File: config.mk
export PLATFORM = sky130hd
export DESIGN_NAME = exp_mant_normalizer
export DESIGN_NICKNAME = d
export VERILOG_FILES = /design/src/rtl/exp_mant_normalizer.sv
export SDC_FILE = /design/constraint.sdc
export NUM_CORES = 1
export LEC_CHECK = 0
export CAP_MARGIN = 20
export CORE_MARGIN = 3
export CORE_UTILIZATION = 33
export DETAILED_ROUTE_END_ITERATION = 12
export PLACE_DENSITY = 0.64
export SLEW_MARGIN = 20
export SYNTH_ARGS = -nofsm -noshare
export SYNTH_HDL_FRONTEND = slang
export SYNTH_SLANG_ARGS = --single-unit
File: constraint.sdc
create_clock -name clk -period 4.8 [get_ports clk]
set_input_delay 0.72 -clock clk [delete_from_list [all_inputs] [get_ports clk]]
set_output_delay 0.72 -clock clk [all_outputs]
set_load 0.03 [all_outputs]
File: src/rtl/exp_mant_normalizer.sv
`default_nettype none
// ============================================================================
// Module   : exp_mant_normalizer
// Brief    : Bit-serial exponent/significand normalizer, one shift per clock.
// Revision : 1.0 - initial release
// ============================================================================
module exp_mant_normalizer #(
    parameter int W_Exp = 8,
    parameter int W_Sgf = 23
) (
    input  logic               clk,
    input  logic               rst,
    input  logic               load,
    input  logic [W_Exp-1:0]   exp_in,
    input  logic [W_Sgf+1:0]   mant_in,
    output logic [W_Exp-1:0]   exp_out,
    output logic [W_Sgf+1:0]   mant_out,
    output logic               busy,
    output logic               done,
    output logic               done_pulse
);

    localparam logic [W_Exp-1:0] c_EXP_MAX   = {W_Exp{1'b1}};
    localparam logic [W_Exp-1:0] c_EXP_ONE   = {{(W_Exp-1){1'b0}}, 1'b1};
    localparam logic [W_Exp-1:0] c_EXP_ZERO  = {W_Exp{1'b0}};
    localparam logic [W_Sgf+1:0] c_MANT_ZERO = {(W_Sgf+2){1'b0}};

    typedef enum logic [1:0] {
        S_IDLE   = 2'd0,
        S_CHECK  = 2'd1,
        S_FINISH = 2'd2
    } state_t;

    state_t           r_state;
    logic [W_Exp-1:0] r_exp;
    logic [W_Sgf+1:0] r_mant;
    logic [W_Exp-1:0] r_exp_out;
    logic [W_Sgf+1:0] r_mant_out;
    logic             r_busy;
    logic             r_done;
    logic             r_done_pulse;

    logic             w_accept;
    logic             w_mant_zero;
    logic             w_carry;
    logic             w_hidden;
    logic             w_exp_zero;
    logic [W_Exp-1:0] w_exp_inc;
    logic [W_Exp-1:0] w_exp_dec;
    logic [W_Sgf+1:0] w_mant_rsh;
    logic [W_Sgf+1:0] w_mant_lsh;

    // busy stays high through the first FINISH cycle, so a load there is ignored
    assign w_accept    = load & ~r_busy & (r_state != S_CHECK);
    assign w_mant_zero = (r_mant == c_MANT_ZERO);
    assign w_carry     = r_mant[W_Sgf+1];
    assign w_hidden    = r_mant[W_Sgf];
    assign w_exp_zero  = (r_exp == c_EXP_ZERO);
    assign w_exp_inc   = (r_exp == c_EXP_MAX) ? c_EXP_MAX : (r_exp + c_EXP_ONE);
    assign w_exp_dec   = r_exp - c_EXP_ONE;
    assign w_mant_rsh  = {1'b0, r_mant[W_Sgf+1:1]};
    assign w_mant_lsh  = {r_mant[W_Sgf:0], 1'b0};

    always_ff @(posedge clk) begin
        if (rst) begin
            r_state      <= S_IDLE;
            r_exp        <= c_EXP_ZERO;
            r_mant       <= c_MANT_ZERO;
            r_exp_out    <= c_EXP_ZERO;
            r_mant_out   <= c_MANT_ZERO;
            r_busy       <= 1'b0;
            r_done       <= 1'b0;
            r_done_pulse <= 1'b0;
        end else begin
            r_done_pulse <= 1'b0;
            case (r_state)
                S_IDLE, S_FINISH: begin
                    if (r_state == S_FINISH && r_busy) begin
                        r_exp_out    <= r_exp;
                        r_mant_out   <= r_mant;
                        r_done       <= 1'b1;
                        r_done_pulse <= 1'b1;
                        r_busy       <= 1'b0;
                    end else if (w_accept) begin
                        r_exp   <= exp_in;
                        r_mant  <= mant_in;
                        r_done  <= 1'b0;
                        r_busy  <= 1'b1;
                        r_state <= S_CHECK;
                    end
                end
                S_CHECK: begin
                    if (w_mant_zero) begin
                        r_exp   <= c_EXP_ZERO;
                        r_state <= S_FINISH;
                    end else if (w_carry) begin
                        r_mant  <= w_mant_rsh;
                        r_exp   <= w_exp_inc;
                        r_state <= S_FINISH;
                    end else if (w_hidden || w_exp_zero) begin
                        r_state <= S_FINISH;
                    end else begin
                        r_mant  <= w_mant_lsh;
                        r_exp   <= w_exp_dec;
                    end
                end
                default: begin
                    r_state <= S_IDLE;
                    r_busy  <= 1'b0;
                end
            endcase
        end
    end

    assign exp_out    = r_exp_out;
    assign mant_out   = r_mant_out;
    assign busy       = r_busy;
    assign done       = r_done;
    assign done_pulse = r_done_pulse;

endmodule
`default_nettype wire

==> results.sh <==
export IMPL_drive_above_1_share_pct=7.77
export IMPL_cts_tree="built"
export IMPL_hold_viol=0
export IMPL_post_cts_resized=0
export IMPL_synth_distinct_cells=59
export IMPL_worst_setup_path_type="in -> reg"
export IMPL_cts_buffers=9
export IMPL_worstSetupEndpointType="flop"
export IMPL_max_slew_margin_pct=38.4
export IMPL_synth_top_family_by_area="compound AO/OA/AOI/OAI gates"
export IMPL_ant_nets=0
export IMPL_drt_iter0_drc=277
export IMPL_postSynthCellCount=471
export IMPL_slowest_delay_ns=0.48
export IMPL_yosys_top_cells_area="dfxtp_1 38%, a21oi_1 10%, nand2_1 7.2%"
export IMPL_hold_end="mant_out[13]"
export IMPL_dieArea_sq_mm=0.0127
export IMPL_setup_ws_ns=2.27
export IMPL_core_area_sq_mm=0.0110
export IMPL_ys_warnings_count=0
export IMPL_ys_seq_area_share_pct=37.9
export IMPL_worst_path_max_delay_cell="clkdlybuf4s50_1"
export IMPL_grt_pass1_vias=3400
export IMPL_yosys_area_share_xor_xnor_pct=0.234
export IMPL_dp_hpwl_mm=6.77
export IMPL_antenna_found_initial=0
export IMPL_hp_start="mant_out[13]"
export IMPL_post_drt_wl_per_cell_um=15.6
export IMPL_root_buffer="clkbuf_16"
export IMPL_die_h_um=113
export IMPL_skew_ns=0.00626
export IMPL_cts_htree_levels=3
export IMPL_post_synth_mux_area_share_pct=0.267
export IMPL_cts_sinks=71
export IMPL_async_flop_share_pct=0
export IMPL_crit_fanout=47
export IMPL_clkTransAtPathRegs_ns=0.05
export IMPL_synth_simple_area_share_pct=25.6
export IMPL_yosysTopAreaCellShare_pct=37.9
export IMPL_place_congestion=0.854
export IMPL_drv_slew=0
export IMPL_cp_data_arrival_time_ns=2.75
export IMPL_startpoint_type="primary input"
export IMPL_grt_max_degree=74
export IMPL_dr_pass1_iters=5
export IMPL_grt_ovfl_total=0
export IMPL_synth_seq_cells=71
export IMPL_min_period_ns=2.53
export IMPL_fp_row_count=38
export IMPL_finalSetupViolCount=0
export IMPL_fmax_mhz=396
export IMPL_postCtsHoldBufs=0
export IMPL_vias_per_cell=5.55
export IMPL_dpl_worst_slack_ns=1.94
export IMPL_final_core_util_pct=43.1
export IMPL_antenna_cells=0
export IMPL_required_ns=5.02
export IMPL_status="finished clean"
export IMPL_synth_edf_count=0
export IMPL_post_cts_buffers=0
export IMPL_power_density_mw_per_mm2=399
export IMPL_yosysTopAreaCell="dfxtp_1"
export IMPL_grt_usage_pct=16.4
export IMPL_synth_compound_area_share_pct=28.7
export IMPL_netlist_area_sq_mm=0.00375
export IMPL_syn_to_final_growth_pct=26.4
export IMPL_start_util_pct=34.1
export IMPL_cap_viol_max_count=0
export IMPL_clockBufferDepth=2
export IMPL_die_w_um=113
export IMPL_clk_latency_ns=0.33
export IMPL_ir_drop_v=0.000154
export IMPL_grt_pass1_wl_mm=17.1
export IMPL_rsz0062_at_grt="no"
export IMPL_ioPinCount=72
export IMPL_drc_errors=0
export IMPL_finalCritPeriodShare_pct=52.6
export IMPL_vias=3632
export IMPL_syn_num_nets=510
export IMPL_final_nets=551
export IMPL_synth_ff_type="dfxtp_1"
export IMPL_min_path_type="reg -> reg"
export IMPL_r2r_setup_slack_ns=2.39
export IMPL_hold_depth=2
export IMPL_path_cells="clkdlybuf4s50_1 > or3b_4 > nand2_4 > o21ai_2 > buf_4 > or2_1 > o41ai_1"
export IMPL_worst_pin_slew_ns=0.923
export IMPL_yosys_area_share_adder_pct=1.00
export IMPL_port_buffers=71
export IMPL_fin_hold_ws_ns=0.453
export IMPL_r2r_start="r_exp[0]"
export IMPL_synth_avg_cell_area_sq_um=7.96
export IMPL_r2r_end="r_mant[6]"
export IMPL_cellLeakagePower_uw=0.00164
export IMPL_wl_mm=10.2
export IMPL_setup_tns_ns=0
export IMPL_ff2ff_path_depth=8
-- layer usage --
layer	share of wire, %	vias up	GRT usage (%)	routed length (um)
met5	0	-	0	0
met4	1.1	0	4.25	110
met3	6.2	9	3.88	630
met2	46	128	24.8	4690
met1	47	1693	23.4	4800
li1	-	1802	-	-
-- cells by family (layout without fill, tap and decap cells) --
group                    Yosys count  in the layout
AND/OR/NAND/NOR                  179            179
buffers and inverters             51             95
flip-flops                        71             71
multiplexers                       1              1
XOR/XNOR                           1              1
adder cells (fa/ha/maj)            3              3
AO/OA/AOI/OAI                    165            165
-- Yosys cell counts, types with 2 or more instances --
master      n
a21o_1      3
o41ai_1     2
and3_1     24
a31oi_1     2
a211oi_1    7
nand2_1    72
nor4_1      7
buf_2      15
inv_1       3
and4_1      3
o211ai_1    3
nand4_1     2
and2_1      2
ha_1        3
or3_1      21
a221oi_2    8
and2b_1     2
or3b_1      2
dfxtp_1    71
or4_1       3
o21ai_1     4
nor2_1     13
nand2b_1    4
clkbuf_1   29
a221oi_1   13
o21ai_0    30
nor2b_1     4
o2111ai_1   3
buf_6       3
nor3_1      2
a21oi_1    78
nand3_1     6
-- critical path, delay by kind of cell --
| kind | cells | cell delay [ns] |
|---|---|---|
| AND/OR/NAND/NOR | 3 | 0.90 |
| AO/OA/AOI/OAI | 2 | 0.39 |
| buffers and inverters | 2 | 0.72 |
-- per-stage QoR --
stage | power (uW) | cell area [sq um] | cells
finish | 1890 | 4740 | 655
global route | 2000 | 4740 | 655
CTS | 1900 | 4740 | 655
detailed placement | 1290 | 4470 | 641
global placement | 1280 | 4460 | 640
floorplan | 1160 | 3750 | 471
-- report_power, final --
part	internal, uW	switching, uW	total [uW]
clock network	371	229	601
registers	649	111	761
logic	226	302	528
total	1250	642	1890
-- registers in the layout (all words and copies together) (netlist names) --
| signal | cells |
|---|---|
| done | 1 |
| r_mant | 25 |
| done_pulse | 1 |
| exp_out | 8 |
| r_state | 2 |
| busy | 1 |
| mant_out | 25 |
| r_exp | 8 |
-- cell usage in the layout (no fill, tap or decap), drive strengths merged, types with 3 or more instances in the layout --
cell type and n:
a221oi 21, a211oi 7, nand2b 4, o2111ai 3, inv 3, nand3 6, a21o 3, dfxtp 71
nand4 3, o211ai 3, or2 3, nor2 13, o21ai 35, or3b 3, and2 3, nor2b 4
a21oi 79, clkdlybuf4s50 70, nor4 8, buf 8, ha 3, and3 24, and4 3, or4 3
nand2 73, nor3 3, clkbuf 13, or3 21
-- worst max path at each step --
stage	startpoint	endpoint	slack, ns	cells past startpoint
3_3_place_gp	load	r_mant[22]	2.01	7
2_1_floorplan	r_exp[1]	r_mant[10]	2.66	9
5_1_grt	load	r_mant[22]	2.15	7
6_report	load	r_mant[22]	2.27	7
3_5_place_dp	load	r_mant[23]	1.94	7
4_1_cts	load	r_mant[22]	2.27	7
-- layout make-up --
type | count | area (sq um)
fillers | 1119 | 6240
multi-input cells | 349 | 2100
flip-flops and latches | 71 | 1420
repair buffers | 78 | 766
clock buffers | 13 | 260
well taps | 140 | 175
inverters | 3 | 11.3
clock inverters | 1 | 5.00
No activity file was read; power rests on OpenSTA's default activity.
